===== config.mk =====
export PLATFORM = sky130hd
export DESIGN_NAME = uart_hex_cmd_decoder
export DESIGN_NICKNAME = d
export VERILOG_FILES = /design/src/rtl/uart_cmd_pkg.sv /design/src/rtl/hex_ascii_to_nibble.sv /design/src/rtl/uart_hex_cmd_decoder.sv
export SDC_FILE = /design/constraint.sdc
export NUM_CORES = 1
export LEC_CHECK = 0
export BUFFER_PORTS_ARGS = -buffer_cell sky130_fd_sc_hd__buf_4
export CAP_MARGIN = 20
export CORE_MARGIN = 2
export CORE_UTILIZATION = 59
export DETAILED_ROUTE_END_ITERATION = 8
export GPL_ROUTABILITY_DRIVEN = 1
export PLACE_DENSITY = 0.8
export SYNTH_ARGS = -nofsm -noshare
export SYNTH_HDL_FRONTEND = slang
export SYNTH_HIERARCHICAL = 1
export SYNTH_SLANG_ARGS = --single-unit
export TNS_END_PERCENT = 30

===== constraint.sdc =====
create_clock -name i_clk -period 3.45 [get_ports i_clk]
set_clock_uncertainty 0.2 [all_clocks]
set_input_delay 0 -clock i_clk [delete_from_list [all_inputs] [get_ports i_clk]]
set_output_delay 0 -clock i_clk [all_outputs]
set_load 0.01 [all_outputs]

===== src/rtl/uart_cmd_pkg.sv =====
// Command codes, ASCII constants and FSM state type shared by the UART hex
// encoder and decoder stages, so both ends agree on the command encoding.
package uart_cmd_pkg;

    localparam logic [1:0] CMD_READ  = 2'b00;
    localparam logic [1:0] CMD_WRITE = 2'b01;
    localparam logic [1:0] CMD_ADDR  = 2'b10;
    localparam logic [1:0] CMD_SYNC  = 2'b11;

    localparam logic [7:0] ASCII_CR    = 8'h0D;
    localparam logic [7:0] ASCII_LF    = 8'h0A;
    localparam logic [7:0] ASCII_SPACE = 8'h20;
    localparam logic [7:0] ASCII_0     = 8'h30;
    localparam logic [7:0] ASCII_9     = 8'h39;
    localparam logic [7:0] ASCII_LC_A  = 8'h61;
    localparam logic [7:0] ASCII_LC_F  = 8'h66;
    localparam logic [7:0] ASCII_LC_R  = 8'h72;
    localparam logic [7:0] ASCII_LC_S  = 8'h73;
    localparam logic [7:0] ASCII_LC_W  = 8'h77;
    // OR-ing this bit into an ASCII letter folds it to lower case
    localparam logic [7:0] ASCII_CASE_BIT = 8'h20;

    typedef enum logic [1:0] {IDLE, DIGITS, PEND} dec_state_t;

    // WRITE and ADDR carry a payload; READ and SYNC must arrive bare
    function automatic logic cmd_needs_data(input logic [1:0] cmd);
        return (cmd == CMD_WRITE) || (cmd == CMD_ADDR);
    endfunction

endpackage


===== src/rtl/hex_ascii_to_nibble.sv =====
// Combinational ASCII byte classifier: hex digit, command letter, line
// terminator or space, with the decoded nibble / command code.
module hex_ascii_to_nibble
    import uart_cmd_pkg::*;
(
    input  logic [7:0] rx_byte,
    output logic       is_hex,
    output logic       is_cmd,
    output logic       is_term,
    output logic       is_space,
    output logic [3:0] nib,
    output logic [1:0] cmd
);

    logic [7:0] lc;

    always_comb begin
        lc       = rx_byte | ASCII_CASE_BIT;
        is_hex   = 1'b0;
        is_cmd   = 1'b0;
        nib      = 4'h0;
        cmd      = CMD_READ;
        is_term  = (rx_byte == ASCII_CR) || (rx_byte == ASCII_LF);
        is_space = (rx_byte == ASCII_SPACE);

        if (rx_byte >= ASCII_0 && rx_byte <= ASCII_9) begin
            is_hex = 1'b1;
            nib    = rx_byte[3:0];
        end else if (lc >= ASCII_LC_A && lc <= ASCII_LC_F) begin
            // 'a'..'f' have low nibble 1..6, so +9 gives 10..15
            is_hex = 1'b1;
            nib    = lc[3:0] + 4'd9;
        end

        case (lc)
            ASCII_LC_R: begin is_cmd = 1'b1; cmd = CMD_READ;  end
            ASCII_LC_W: begin is_cmd = 1'b1; cmd = CMD_WRITE; end
            ASCII_LC_A: begin is_cmd = 1'b1; cmd = CMD_ADDR;  end
            ASCII_LC_S: begin is_cmd = 1'b1; cmd = CMD_SYNC;  end
            default:    ;
        endcase
    end

endmodule


===== src/rtl/uart_hex_cmd_decoder.sv =====
// Assembles ASCII frames "<cmd><hex digits><CR|LF>" from the UART RX into
// {cmd, data} command words; malformed or stalled frames are dropped with o_err.
module uart_hex_cmd_decoder
    import uart_cmd_pkg::*;
#(
    parameter int NIBBLES     = 8,
    parameter int TIMEOUT_CYC = 100000
) (
    input  logic                    i_clk,
    input  logic                    i_reset,
    input  logic                    i_rx_stb,
    input  logic [7:0]              i_rx_data,
    input  logic                    i_busy,
    output logic                    o_stb,
    output logic [4*NIBBLES+1:0]    o_word,
    output logic                    o_wb_we,
    output logic                    o_err,
    output logic                    o_dw_busy
);

    localparam int DATA_W = 4 * NIBBLES;
    localparam int CNT_W  = $clog2(NIBBLES + 1);

    dec_state_t         state;
    logic [1:0]         cmd_r;
    logic [DATA_W-1:0]  acc;
    logic [CNT_W-1:0]   cnt;
    logic [31:0]        to_cnt;

    logic               is_hex;
    logic               is_cmd;
    logic               is_term;
    logic               is_space;
    logic [3:0]         nib;
    logic [1:0]         dec_cmd;

    logic               frame_ok;
    logic               timeout_hit;

    hex_ascii_to_nibble u_classify (
        .rx_byte  (i_rx_data),
        .is_hex   (is_hex),
        .is_cmd   (is_cmd),
        .is_term  (is_term),
        .is_space (is_space),
        .nib      (nib),
        .cmd      (dec_cmd)
    );

    always_comb begin
        frame_ok    = cmd_needs_data(cmd_r) ? (cnt != '0) : (cnt == '0);
        timeout_hit = (TIMEOUT_CYC != 0) && !i_rx_stb &&
                      (to_cnt == 32'(TIMEOUT_CYC - 1));
    end

    assign o_dw_busy = (state == PEND);

    always_ff @(posedge i_clk or posedge i_reset) begin
        if (i_reset) begin
            state   <= IDLE;
            cmd_r   <= CMD_READ;
            acc     <= '0;
            cnt     <= '0;
            to_cnt  <= '0;
            o_stb   <= 1'b0;
            o_word  <= '0;
            o_wb_we <= 1'b0;
            o_err   <= 1'b0;
        end else begin
            o_stb <= 1'b0;
            o_err <= 1'b0;
            case (state)
                IDLE: begin
                    // Stray terminators are absorbed silently (second half of CR+LF)
                    if (i_rx_stb && !is_space) begin
                        if (is_cmd) begin
                            cmd_r  <= dec_cmd;
                            acc    <= '0;
                            cnt    <= '0;
                            to_cnt <= '0;
                            state  <= DIGITS;
                        end else if (!is_term) begin
                            o_err <= 1'b1;
                        end
                    end
                end
                DIGITS: begin
                    if (i_rx_stb) begin
                        to_cnt <= '0;
                        // 'A'..'F' are hex here, so only R/W/S can restart a frame
                        if (!is_space) begin
                            if (is_hex) begin
                                if (cnt == CNT_W'(NIBBLES)) begin
                                    o_err <= 1'b1;
                                    state <= IDLE;
                                end else begin
                                    acc <= {acc[DATA_W-5:0], nib};
                                    cnt <= cnt + 1'b1;
                                end
                            end else if (is_term) begin
                                if (frame_ok) begin
                                    state <= PEND;
                                end else begin
                                    o_err <= 1'b1;
                                    state <= IDLE;
                                end
                            end else if (is_cmd) begin
                                o_err <= 1'b1;
                                cmd_r <= dec_cmd;
                                acc   <= '0;
                                cnt   <= '0;
                            end else begin
                                o_err <= 1'b1;
                                state <= IDLE;
                            end
                        end
                    end else if (timeout_hit) begin
                        o_err  <= 1'b1;
                        to_cnt <= '0;
                        state  <= IDLE;
                    end else if (TIMEOUT_CYC != 0) begin
                        to_cnt <= to_cnt + 32'd1;
                    end
                end
                PEND: begin
                    if (i_rx_stb) begin
                        o_err <= 1'b1;
                    end
                    if (!i_busy) begin
                        o_stb   <= 1'b1;
                        o_word  <= {cmd_r, acc};
                        o_wb_we <= (cmd_r == CMD_WRITE);
                        state   <= IDLE;
                    end
                end
                default: state <= IDLE;
            endcase
        end
    end

endmodule


; After elaboration in Yosys (flattened, before gate mapping)
; Index checks and enable logic that the tools add are counted.
[word_totals]
register_bits = 109
inputBits = 12
elab_cells = 122
[classes]
addsub = 3
order_cmp = 4
n_eq_ne = 26
mux = 61
n_bitwise = 1
n_reduce_logical = 18
[ops]
columns = op, count
row1 = $mux W32, 11
row2 = $pmux W32 S2, 2
row3 = $mux W4, 9
row4 = $mux W2, 17
row5 = $add A32 B1 Y32 const B, 1
row6 = $eq A32 B17 Y1 const B, 1
row7 = $eq A7 B6 Y1 const B, 4
row8 = $mux W1, 17
row9 = $eq A8 B4 Y1 const B, 2
row10 = $ne A2 B2 Y1 const B, 7
row11 = $ne A3 B3 Y1 const B, 4
row12 = $pmux W2 S3, 2
row13 = $reduce_and A6 Y1, 2
row14 = $eq A8 B6 Y1 const B, 1
row15 = $ge A8 B6 Y1 const B, 1
row16 = $ge A8 B7 Y1 const B, 1
row17 = $le A8 B6 Y1 const B, 1
row18 = $le A8 B7 Y1 const B, 1
row19 = $pmux W4 S2, 1
row20 = $reduce_and A7 Y1, 1
row21 = $ne A5 B5 Y1 const B, 1
row22 = $add A4 B1 Y4 const B, 1
row23 = $add A4 B4 Y4 const B, 1
row24 = $eq A2 B1 Y1 const B, 2
row25 = other kinds (16), 22

; Logic depth before layout (Yosys ltp)
; Gate-level depths: netlist (run 1).
[logic_depth]
depth_word = 9
mapped_depth = 11
ltp_nobuf = 10

; Modules after synthesis
; Netlist (run 1), hierarchy kept.
[by_module_without_submodules]
columns = mod, instances, cells_per_inst, area_each_um2
row1 = uart_hex_cmd_decoder, 1, 395, 4785.8
row2 = hex_ascii_to_nibble, 1, 41, 281.5

; Worst setup path after synthesis (run 1)
; Ideal clock, no wire load.
[synth_timing]
path_kind = in2reg
from = in i_rx_data[0]
to = reg to_cnt[19]
setup_time_ns = 0.119
t_arrival_ns = 2.062
path_slack_ns = 1.070
cell_stages = 11
n_path_buf = 1
path_cell_list = inv_1 > ha_1 > nor2b_1 > nor2_1 > a211oi_1 > and3b_1 > o2111ai_1 > clkbuf_1 > nor3_1 > xnor2_1 > nor2_1
[synth_between]
elab_chain_cells = 5
[synth_lines]
columns = element, line_no
row1 = start: declaration, uart_hex_cmd_decoder.sv:12  ; input logic [7:0] i_rx_data,
row2 = $eq A7 B6 Y1, hex_ascii_to_nibble.sv:35  ; case (lc)
row3 = $reduce_or A4 Y1 (no source line) *, --
row4 = $mux W1 *, hex_ascii_to_nibble.sv:35
row5 = net is_cmd, uart_hex_cmd_decoder.sv:31  ; logic is_cmd;
row6 = $ne A2 B2 Y1 (no source line) *, --
row7 = $reduce_and A3 Y1 (no source line) *, --
row8 = end signal: assignment, uart_hex_cmd_decoder.sv:122  ; to_cnt <= to_cnt + 32'd1;
row9 = end: declaration, uart_hex_cmd_decoder.sv:28  ; logic [31:0] to_cnt;
; The timed path passes the listed nets; every way through them passes the cells marked *.
; A chain may end at the register's enable or synchronous reset.

; Final worst setup path (run 1)
[layout_timing]
from = in i_rx_data[1]
to = reg state[1]
[layout_between]
elab_chain_cells = 8
[layout_lines]
columns = element, line_no
row1 = $ge A8 B7 Y1 / $le A8 B7 Y1 (equally long branches), hex_ascii_to_nibble.sv:29  ; end else if (lc >= ASCII_LC_A && lc <= ASCII_LC_F) begin
row2 = $logic_and A1 B1 Y1, hex_ascii_to_nibble.sv:29
row3 = $mux W1, hex_ascii_to_nibble.sv:29
row4 = $mux W1 *, hex_ascii_to_nibble.sv:26  ; if (rx_byte >= ASCII_0 && rx_byte <= ASCII_9) begin
row5 = net is_hex, uart_hex_cmd_decoder.sv:30  ; logic is_hex;
row6 = $mux W2, uart_hex_cmd_decoder.sv:92  ; if (is_hex) begin
row7 = $mux W2, uart_hex_cmd_decoder.sv:91  ; if (!is_space) begin
row8 = $mux W2, uart_hex_cmd_decoder.sv:88  ; if (i_rx_stb) begin
row9 = $pmux W2 S3, uart_hex_cmd_decoder.sv:72  ; case (state)
row10 = end signal: assignment, uart_hex_cmd_decoder.sv:81  ; state <= DIGITS;
row11 = end signal: assignment, uart_hex_cmd_decoder.sv:95  ; state <= IDLE;
row12 = end signal: assignment, uart_hex_cmd_decoder.sv:102  ; state <= PEND;
row13 = end: declaration, uart_hex_cmd_decoder.sv:24  ; dec_state_t state;
; The timed path passes the listed nets; every way through them passes the cells marked *. The select of a mux whose other input is x is not followed.

==> run summary, run 1 <==
Initial antenna violation count: 0
Critical path capture point type: flop
Overflow after GRT: 0
Seq/Total Area, Yosys: 53.8%
Crit path cell chain: dlygate4sd3_1 -> buf_4 -> inv_1 -> ha_1 -> or3b_1 -> o211ai_2 -> nand2_1 -> a221oi_1 -> o21ai_0 -> o41ai_1 -> dlygate4sd3_1
Finished Core Util: 71.0%
Req. time, crit path: 3.56 ns
Root Buffer: clkbuf_8
Number of filler cells placed in the layout: 580
Global-route wire length before repair: 17,500 um
Layout cells sized above 1: 26.9%
# IOs: 50
Clock Power Share: 34.2%
Diode count: 0
Peak VDD IR: 0.301 mV
Syn. warnings: 6
Pwr Total: 2.30 mW
GRT Total Usage: 22.8%
Die Width: 96.7 um
Router iterations before antenna repair: 5
Clock Sink Count: 109
GP Congestion: 0.879
Routed wl met2: 5050 um
EDFF count, synth: 0
Setup CP Type: in -> reg
Switching Share: 28.2%
Final hold vios: 0
Row count: 33
Leakage: 2.77 nW
Clk pin slew, worst setup/hold paths: 0.11 ns
NumNets Final: 517
Crit path max fanout: 8
DRC errors left: 0
# H-tree levels: 3
Commonest cells after routing, fill and taps aside: dfrtp_1, buf_4, nor2_1
Die Span Y: 96.7 um
Die footprint: 9350 sq um
Routed len/inst: 16.7 um
Startpoint Class: primary input
Avg Cell Area, Syn: 11.6 sq um
Post-Synthesis Cells: 436
RSZ-0062 raised after global routing: no
Max Slew Vio Count: 0
TritonCTS Buffers: 9
Max Root-Sink Buffers: 2
Pint: 1.66 mW
Core Area: 8260 sq um
Worst-margin pin slew: 0.724 ns
Max Cap Viol: 0
Final min period: 3.12 ns
Clk_lat worst skew: 0.37 ns
Setup Fix Bufs, Post-CTS: 0
WL met3: 403 um
Vias in the first global route: 3,495
TritonCTS clock tree: yes
Most common cell after layout, fill and taps aside: dfrtp_1
Slew HR: 51.7%
Post-Syn Area: 5070 sq um
Synthesized Nets: 456
PwrDens: 393 nW/um^2
Remaining antenna violation count: 0
Combinational share of power: 8.6%
Sequential share of power: 57.3%
# port buffers: 49
Fin Setup TNS: 0 ns
Vias per cell: 5.88
Final HPWL DP: 6710 um
Synth Flop Type: dfrtp_1
Detailed Route Iter0 Violations: 146
Fraction of registers with async set/reset: 100%
Most frequent CP cell: dlygate4sd3_1
Final period utilization: 90.4%
Outcome: finished clean
FF-to-FF path depth: 5
Min-Delay Path Class: in -> reg
Worst hold slack: 0.0326 ns
Synth Register Bits: 109
Max incr delay on CP: 0.58 ns
Metal-1 WL: 4490 um
Switching power total: 0.649 mW
Arrival time worst endpoint: 3.23 ns
Yosys cell types: 59
Top Metal Used: met4
Post-Route WL: 10,100 um
Via count: 3,567
Worst path slowest cell: dlygate4sd3_1
Initial core utilization: 61.4%
Worst hold path depth: 5
Syn-to-layout area delta: 15.7%
Fmax achieved: 321 MHz
Largest net degree at the start of global routing: 61
# setup viols final: 0
-- worst max-delay path, delay by kind of cell --
family                   cells  cell delay [ns]
buffers and inverters        4             1.40
adder cells (fa/ha/maj)      1             0.21
AND/OR/NAND/NOR              2             0.59
AO/OA/AOI/OAI                4             1.04
-- cell type report --
| cell class | count | area [sq um] | share of cell area [%] |
|---|---|---|---|
| sequential | 109 | 2730 | 46.5 |
| multi-input combinational | 293 | 2190 | 37.4 |
| inverter | 17 | 66.3 | 1.13 |
| tap | 105 | 131 | 2.24 |
| clock inverter | 7 | 91.3 | 1.56 |
| timing repair buffer | 67 | 528 | 9.01 |
| clock buffer | 9 | 124 | 2.11 |
-- flip-flops by register name (all words and copies together) (netlist names) --
name and flops:
to_cnt 32, acc 32, o_stb 1, o_wb_we 1, state 2, o_word 34
o_err 1, cnt 4, cmd_r 2
-- cell families (layout without fill, tap and decap cells) --
| group | count (synthesis) | count (layout) | share of synthesized area, % |
|---|---|---|---|
| AOI/OAI and AO/OA | 71 | 71 | 11.5 |
| xor gates and xnor gates | 27 | 27 | 4.67 |
| adders and majority gates | 8 | 8 | 1.98 |
| buffers and inverters | 34 | 100 | 3.14 |
| DFF | 109 | 109 | 53.8 |
| muxes | 39 | 39 | 8.64 |
| and+or+nand+nor | 148 | 148 | 16.3 |
-- synthesized netlist by cell type (all sizes together) (3+ instances only) --
| cell | instances | share of area [%] |
|---|---|---|
| nor4 | 6 | 0.74 |
| nand2 | 22 | 1.6 |
| inv | 17 | 1.3 |
| a22o | 33 | 5.7 |
| ha | 8 | 2.0 |
| o2111ai | 4 | 0.81 |
| nor3b | 4 | 0.79 |
| buf | 16 | 1.8 |
| xnor2 | 25 | 4.3 |
| nor3 | 16 | 2.3 |
| a21oi | 5 | 0.49 |
| nor2 | 46 | 3.5 |
| nand4 | 6 | 0.86 |
| nor2b | 6 | 0.74 |
| nand3 | 15 | 1.5 |
| nand2b | 4 | 0.49 |
| mux2 | 38 | 8.4 |
| dfrtp | 109 | 54 |
| o211ai | 3 | 0.54 |
| and4 | 3 | 0.52 |
| o21ai | 13 | 1.3 |
| and3 | 4 | 0.49 |
-- timing repair --
action	4_1_cts	5_1_grt
hold buffers	10	0
resized for setup	0	0
hold endpoints to repair	74	0
-- power by group through the flow --
stage	sequential [mW]	combinational [mW]	clock, mW
after floorplan	1.33	0.146	0
after global placement	1.34	0.182	0
after detailed placement	1.34	0.189	0
after CTS	1.32	0.198	0.803
after global routing	1.32	0.223	0.858
final	1.32	0.197	0.787
-- worst paths after layout --
| path | start | to | slack [ns] |
|---|---|---|---|
| min reg2reg | acc[31] | acc[31] | 0.31 |
| min in group asynchronous | i_reset | o_word[11] | 0.14 |
| max in group asynchronous | i_reset | o_word[5] | 2.08 |
| min | i_rx_data[7] | cmd_r[0] | 0.03 |
| max | i_rx_data[1] | state[1] | 0.33 |
| max reg2reg | to_cnt[24] | to_cnt[7] | 0.90 |
-- stage by stage --
step	setup WS, ns	cells	area, sq um
floorplan	0.376	436	5070
global placement	0.868	581	5550
detailed placement	0.801	581	5550
CTS	0.404	607	5860
global route	0.146	607	5860
finish	0.332	607	5860
-- layer usage --
| metal | global-route usage [%] | vias up |
|---|---|---|
| li1 | - | 1686 |
| met1 | 31.4 | 1767 |
| met2 | 36.4 | 99 |
| met3 | 3.83 | 15 |
| met4 | 8.88 | 0 |
| met5 | 0 | - |
(Power assumes the default switching activity.)
==> inputs of run 2 (changes only) <==
--- a/config.mk
+++ b/config.mk
@@ -9,9 +9,9 @@
 export CAP_MARGIN = 20
 export CORE_MARGIN = 2
 export CORE_UTILIZATION = 59
+export CTS_CLUSTER_SIZE = 40
 export DETAILED_ROUTE_END_ITERATION = 8
-export GPL_ROUTABILITY_DRIVEN = 1
-export PLACE_DENSITY = 0.8
+export PLACE_DENSITY = 0.88
 export SYNTH_ARGS = -nofsm -noshare
 export SYNTH_HDL_FRONTEND = slang
 export SYNTH_HIERARCHICAL = 1
==> run summary, run 2 (synthesis results as in run 1) <==
Row count: 33 (unchanged)
Core Area: 8260 sq um (unchanged)
RSZ-0062 raised after global routing: no (unchanged)
Max reg flops: 34 (unchanged)
Post-Place Cell Area: 5550 sq um (unchanged)
Worst hold slack: 0.00595 ns (was 0.0326 ns)
Crit path cell chain: dlygate4sd3_1 -> buf_4 -> inv_1 -> ha_1 -> or3b_1 -> o211ai_2 -> nand2_1 -> a221oi_1 -> o21ai_0 -> o41ai_1 -> dlygate4sd3_1 (unchanged)
Min-Delay Path Class: in -> reg (unchanged)
Die Width: 96.7 um (unchanged)
Router iterations before antenna repair: 7 (was 5)
Pwr Total: 2.32 mW (was 2.30 mW)
TritonCTS clock tree: yes (unchanged)
Most frequent CP cell: dlygate4sd3_1 (unchanged)
Detailed Route Iter0 Violations: 157 (was 146)
NumNets Final: 517 (unchanged)
Clk pin slew, worst setup/hold paths: 0.11 ns (about the same)
Largest net degree at the start of global routing: 70 (was 61)
Setup WS post-layout: 0.161 ns (was 0.332 ns)
Startpoint Class: primary input (unchanged)
# port buffers: 49 (unchanged)
Final period utilization: 95.3% (was 90.4%)
Outcome: finished clean (unchanged)
Largest register by flop count: o_word (unchanged)
Placed cell count: 581 (unchanged)
GP Congestion: 0.895 (was 0.879)
Global-route wire length before repair: 17,000 um (was 17,500 um)
Worst path slowest cell: dlygate4sd3_1 (unchanged)
Number of filler cells placed in the layout: 583 (was 580)
Arrival time worst endpoint: 3.40 ns (was 3.23 ns)
Clock Sink Count: 109 (unchanged)
Diode count: 0 (unchanged)
# IOs: 50 (unchanged)
Remaining antenna violation count: 0 (unchanged)
Die footprint: 9350 sq um (unchanged)
Overflow after GRT: 0 (unchanged)
Max Root-Sink Buffers: 2 (unchanged)
Req. time, crit path: 3.56 ns (about the same)
Footprint of the multi-input gates: 2190 sq um (unchanged)
Vias in the first global route: 3,594 (was 3,495)
Initial core utilization: 61.4% (unchanged)
Via count: 3,644 (was 3,567)
Slew HR: 44.7% (was 51.7%)
Final min period: 3.29 ns (was 3.12 ns)
Initial antenna violation count: 0 (unchanged)
Regs by FF count: o_word: 34 flops, acc: 32 flops, to_cnt: 32 flops (unchanged)
DRC errors left: 0 (unchanged)
Most common cell after layout, fill and taps aside: dfrtp_1 (unchanged)
PwrDens: 395 nW/um^2 (was 393 nW/um^2)
Leakage: 2.78 nW (was 2.77 nW)
Layout Cells excl Fill: 607 (unchanged)
Reg area: 2730 sq um (unchanged)
Fin Setup TNS: 0 ns (unchanged)
Commonest cells after routing, fill and taps aside: dfrtp_1, buf_4, nor2_1 (unchanged)
# H-tree levels: 3 (unchanged)
Crit path max fanout: 8 (unchanged)
Final HPWL DP: 6830 um (was 6710 um)
Die Span Y: 96.7 um (unchanged)
Worst-margin pin slew: 0.829 ns (was 0.724 ns)
Clk_lat worst skew: 0.37 ns (about the same)
Fmax achieved: 304 MHz (was 321 MHz)
Max Cap Viol: 0 (unchanged)
Max Slew Vio Count: 0 (unchanged)
# setup viols final: 0 (unchanged)
Peak VDD IR: 0.292 mV (was 0.301 mV)
Critical path capture point type: flop (unchanged)
Layout cells sized above 1: 26.9% (unchanged)
Finished Cell Area: 5860 sq um (about the same)
Post-Route WL: 10,000 um (was 10,100 um)
Setup Fix Bufs, Post-CTS: 0 (unchanged)
Syn-to-layout area delta: 15.7% (about the same)
Vias per cell: 6.00 (was 5.88)
GRT Total Usage: 22.0% (was 22.8%)
Setup CP Type: in -> reg (unchanged)
Routed len/inst: 16.5 um (was 16.7 um)
Final hold vios: 0 (unchanged)
Root Buffer: clkbuf_8 (unchanged)
Max incr delay on CP: 0.59 ns (was 0.58 ns)
Worst path bufs/invs: 4 (unchanged)
TritonCTS Buffers: 9 (unchanged)
CP top delay family: buffers and inverters (unchanged)
DP Worst Slack: 0.765 ns (was 0.801 ns)
Finished Core Util: 71.0% (about the same)
## run 2: cell types whose count changed in the layout (fill, tap and decap cells not counted)
cell / change
inv_8: +1
inv_6: -1
clkinv_8: -1
inv_12: +1
## run 2: layer usage
metal	vias to the layer above	wire [um]	global-route usage (%)
met5	-	0	0
met4	0	173	8.23
met3	16	454	3.11
met2	112	5250	38.3
met1	1826	4150	28.2
li1	1690	-	-
## run 2: timing repair
item,4_1_cts,5_1_grt
endpoints found under the setup margin,0,0
hold buffers,10,0
gates resized for setup,0,0
endpoints found under the hold margin,83,0
## run 2: area by class of cell
type                    instances  share of cell area (%)
inverters                      17                    1.13
multi-input cells             293                    37.4
clock inverters                 7                    1.60
well taps                     105                    2.24
repair buffers                 67                    9.01
flip-flops and latches        109                    46.5
clock buffers                   9                    2.11
## run 2: path summary, 6_finish.rpt
check | from | to | slack [ns] | depth (start not counted)
setup reg to reg | cnt[0] | state[1] | 0.87 | 7
hold reg to reg | acc[29] | acc[29] | 0.31 | 1
hold / removal | i_rx_data[7] | cmd_r[0] | 0.006 | 5
max in group asynchronous | i_reset | to_cnt[19] | 2.09 | 4
setup / recovery | i_rx_data[0] | state[1] | 0.16 | 11
min in group asynchronous | i_reset | acc[7] | 0.13 | 3
## run 2: worst min-delay path, delay by kind of cell
family | cells | cell delay (ns)
buffers and inverters | 1 | 0.13
AND/OR/NAND/NOR | 3 | 0.28
multiplexers | 1 | 0.14
## run 2: report_power, final
group          switching, mW  internal [mW]  total (mW)
logic                  0.131         0.0653       0.196
clock network          0.499          0.301       0.800
registers             0.0267           1.29        1.32
total                  0.657           1.66        2.32
==> inputs of run 3 (changes only) <==
--- a/config.mk
+++ b/config.mk
@@ -11,6 +11,7 @@
 export CORE_UTILIZATION = 59
 export CTS_CLUSTER_SIZE = 40
 export DETAILED_ROUTE_END_ITERATION = 8
+export MAX_ROUTING_LAYER = met4
 export PLACE_DENSITY = 0.88
 export SYNTH_ARGS = -nofsm -noshare
 export SYNTH_HDL_FRONTEND = slang
==> run summary, run 3 (synthesis results as in run 1) <==
Final HPWL DP: 6760 um (was 6830 um)
Diode count: 0 (unchanged)
Worst path bufs/invs: 4 (unchanged)
Core Area: 8260 sq um (unchanged)
Worst path slowest cell: dlygate4sd3_1 (unchanged)
Detailed Route Iter0 Violations: 107 (was 157)
Post-Route WL: 10,100 um (was 10,000 um)
Leakage: 2.76 nW (was 2.78 nW)
Clk_lat worst skew: 0.37 ns (about the same)
Number of filler cells placed in the layout: 592 (was 583)
DP Worst Slack: 0.793 ns (was 0.765 ns)
Fin Setup TNS: 0 ns (unchanged)
Global-route wire length before repair: 17,000 um (about the same)
Final hold vios: 0 (unchanged)
Overflow after GRT: 0 (unchanged)
Die Span Y: 96.7 um (unchanged)
# port buffers: 49 (unchanged)
Outcome: finished clean (unchanged)
GRT Total Usage: 22.6% (was 22.0%)
DRC errors left: 0 (unchanged)
Root Buffer: clkbuf_8 (unchanged)
Post-Place Cell Area: 5550 sq um (unchanged)
PwrDens: 392 nW/um^2 (was 395 nW/um^2)
Most frequent CP cell: dlygate4sd3_1 (unchanged)
Final period utilization: 94.0% (was 95.3%)
Most common cell after layout, fill and taps aside: dfrtp_1 (unchanged)
Req. time, crit path: 3.55 ns (was 3.56 ns)
Startpoint Class: primary input (unchanged)
Setup WS post-layout: 0.206 ns (was 0.161 ns)
Die footprint: 9350 sq um (unchanged)
Max Cap Viol: 0 (unchanged)
Commonest cells after routing, fill and taps aside: dfrtp_1, buf_4, nor2_1 (unchanged)
Reg-to-reg endpoint: state[1] (unchanged)
Syn-to-layout area delta: 15.0% (was 15.7%)
Crit path max fanout: 8 (unchanged)
Critical path capture point type: flop (unchanged)
Worst-margin pin slew: 0.779 ns (was 0.829 ns)
Clock Sink Count: 109 (unchanged)
Max Root-Sink Buffers: 2 (unchanged)
# setup viols final: 0 (unchanged)
Remaining antenna violation count: 0 (unchanged)
Vias in the first global route: 3,584 (was 3,594)
Vias per cell: 5.98 (was 6.00)
Pwr Total: 2.29 mW (was 2.32 mW)
Reg area: 2730 sq um (unchanged)
GP Congestion: 0.927 (was 0.895)
Finished Cell Area: 5830 sq um (was 5860 sq um)
# H-tree levels: 3 (unchanged)
Setup Fix Bufs, Post-CTS: 0 (unchanged)
Worst hold slack: 0.0220 ns (was 0.00595 ns)
Fmax achieved: 308 MHz (was 304 MHz)
Initial core utilization: 61.4% (unchanged)
Max incr delay on CP: 0.59 ns (about the same)
Setup CP Type: in -> reg (unchanged)
# IOs: 50 (unchanged)
Router iterations before antenna repair: 4 (was 7)
Largest net degree at the start of global routing: 66 (was 70)
R2R setup slack: 0.92 ns (was 0.87 ns)
Peak VDD IR: 0.269 mV (was 0.292 mV)
RSZ-0062 raised after global routing: no (unchanged)
Min-Delay Path Class: in -> reg (unchanged)
NumNets Final: 515 (was 517)
Regs by FF count: o_word: 34 flops, acc: 32 flops, to_cnt: 32 flops (unchanged)
TritonCTS clock tree: yes (unchanged)
Max reg flops: 34 (unchanged)
R2R Path Start: cnt[0] (unchanged)
Via count: 3,616 (was 3,644)
Final min period: 3.24 ns (was 3.29 ns)
Slew HR: 48.1% (was 44.7%)
Crit path cell chain: dlygate4sd3_1 -> buf_4 -> inv_1 -> ha_1 -> or3b_1 -> o211ai_2 -> nand2_1 -> a221oi_1 -> o21ai_0 -> o41ai_1 -> dlygate4sd3_1 (unchanged)
Clk pin slew, worst setup/hold paths: 0.11 ns (about the same)
Min-Delay Startpoint: i_rx_data[5] (was i_rx_data[7])
Die Width: 96.7 um (unchanged)
Layout cells sized above 1: 27.0% (was 26.9%)
Arrival time worst endpoint: 3.35 ns (was 3.40 ns)
FF-to-FF path depth: 7 (unchanged)
Largest register by flop count: o_word (unchanged)
Footprint of the multi-input gates: 2190 sq um (unchanged)
Worst hold path depth: 4 (was 5)
Row count: 33 (unchanged)
TritonCTS Buffers: 9 (unchanged)
Routed len/inst: 16.6 um (was 16.5 um)
Initial antenna violation count: 0 (unchanged)
CP top delay family: buffers and inverters (unchanged)
Max Slew Vio Count: 0 (unchanged)
WHS Endpoint: acc[0] (was cmd_r[0])
## run 3: cell type report
| type | count | area share (%) |
|---|---|---|
| Tap cell | 105 | 2.25 |
| Clock buffer | 9 | 2.12 |
| Multi-Input combinational cell | 293 | 37.6 |
| Inverter | 17 | 1.14 |
| Timing Repair Buffer | 65 | 8.71 |
| Clock inverter | 7 | 1.37 |
| Sequential cell | 109 | 46.8 |
## run 3: worst register-to-register path: stages (launching register included)
cell and delay [ns]:
dfrtp_1 0.43, inv_1 0.07, ha_1 0.17, nand3b_1 0.15, a221oi_1 0.37, o21ai_0 0.17
o41ai_1 0.31, dlygate4sd3_1 0.59
## run 3: worst max path at each step
stage / cells after the start / start / slack [ns] / to
2_1_floorplan: 1 / i_reset / 0.38 / acc[0]
3_3_place_gp: 13 / i_rx_data[0] / 0.89 / to_cnt[21]
3_5_place_dp: 13 / i_rx_data[0] / 0.79 / to_cnt[21]
4_1_cts: 11 / i_rx_data[0] / 0.30 / state[1]
5_1_grt: 11 / i_rx_data[0] / 0.11 / state[1]
6_report: 11 / i_rx_data[0] / 0.21 / state[1]
## run 3: report_power, final
group / internal (mW) / switching (mW)
logic: 0.0642 / 0.132
clock network: 0.290 / 0.481
registers: 1.29 / 0.0254
total: 1.65 / 0.638
## run 3: metrics by stage
stage | util [%] | instances
2_1_floorplan | - | 436
3_3_place_gp | 67.2 | 581
3_5_place_dp | 67.2 | 581
4_1_cts | 70.6 | 605
5_1_grt | 70.6 | 605
6_report | 70.6 | 605
## run 3: metal layers
layer | vias to the layer above | wire length [um] | global-route usage (%)
met5 | - | 0 | -
met4 | 0 | 257 | 7.80
met3 | 18 | 362 | 3.90
met2 | 87 | 5090 | 37.3
met1 | 1827 | 4360 | 28.6
li1 | 1684 | - | -
## run 3: timing repair
item                      4_1_cts  5_1_grt
resized for setup               0        0
hold endpoints to repair       77        0
hold buffers                    8        0
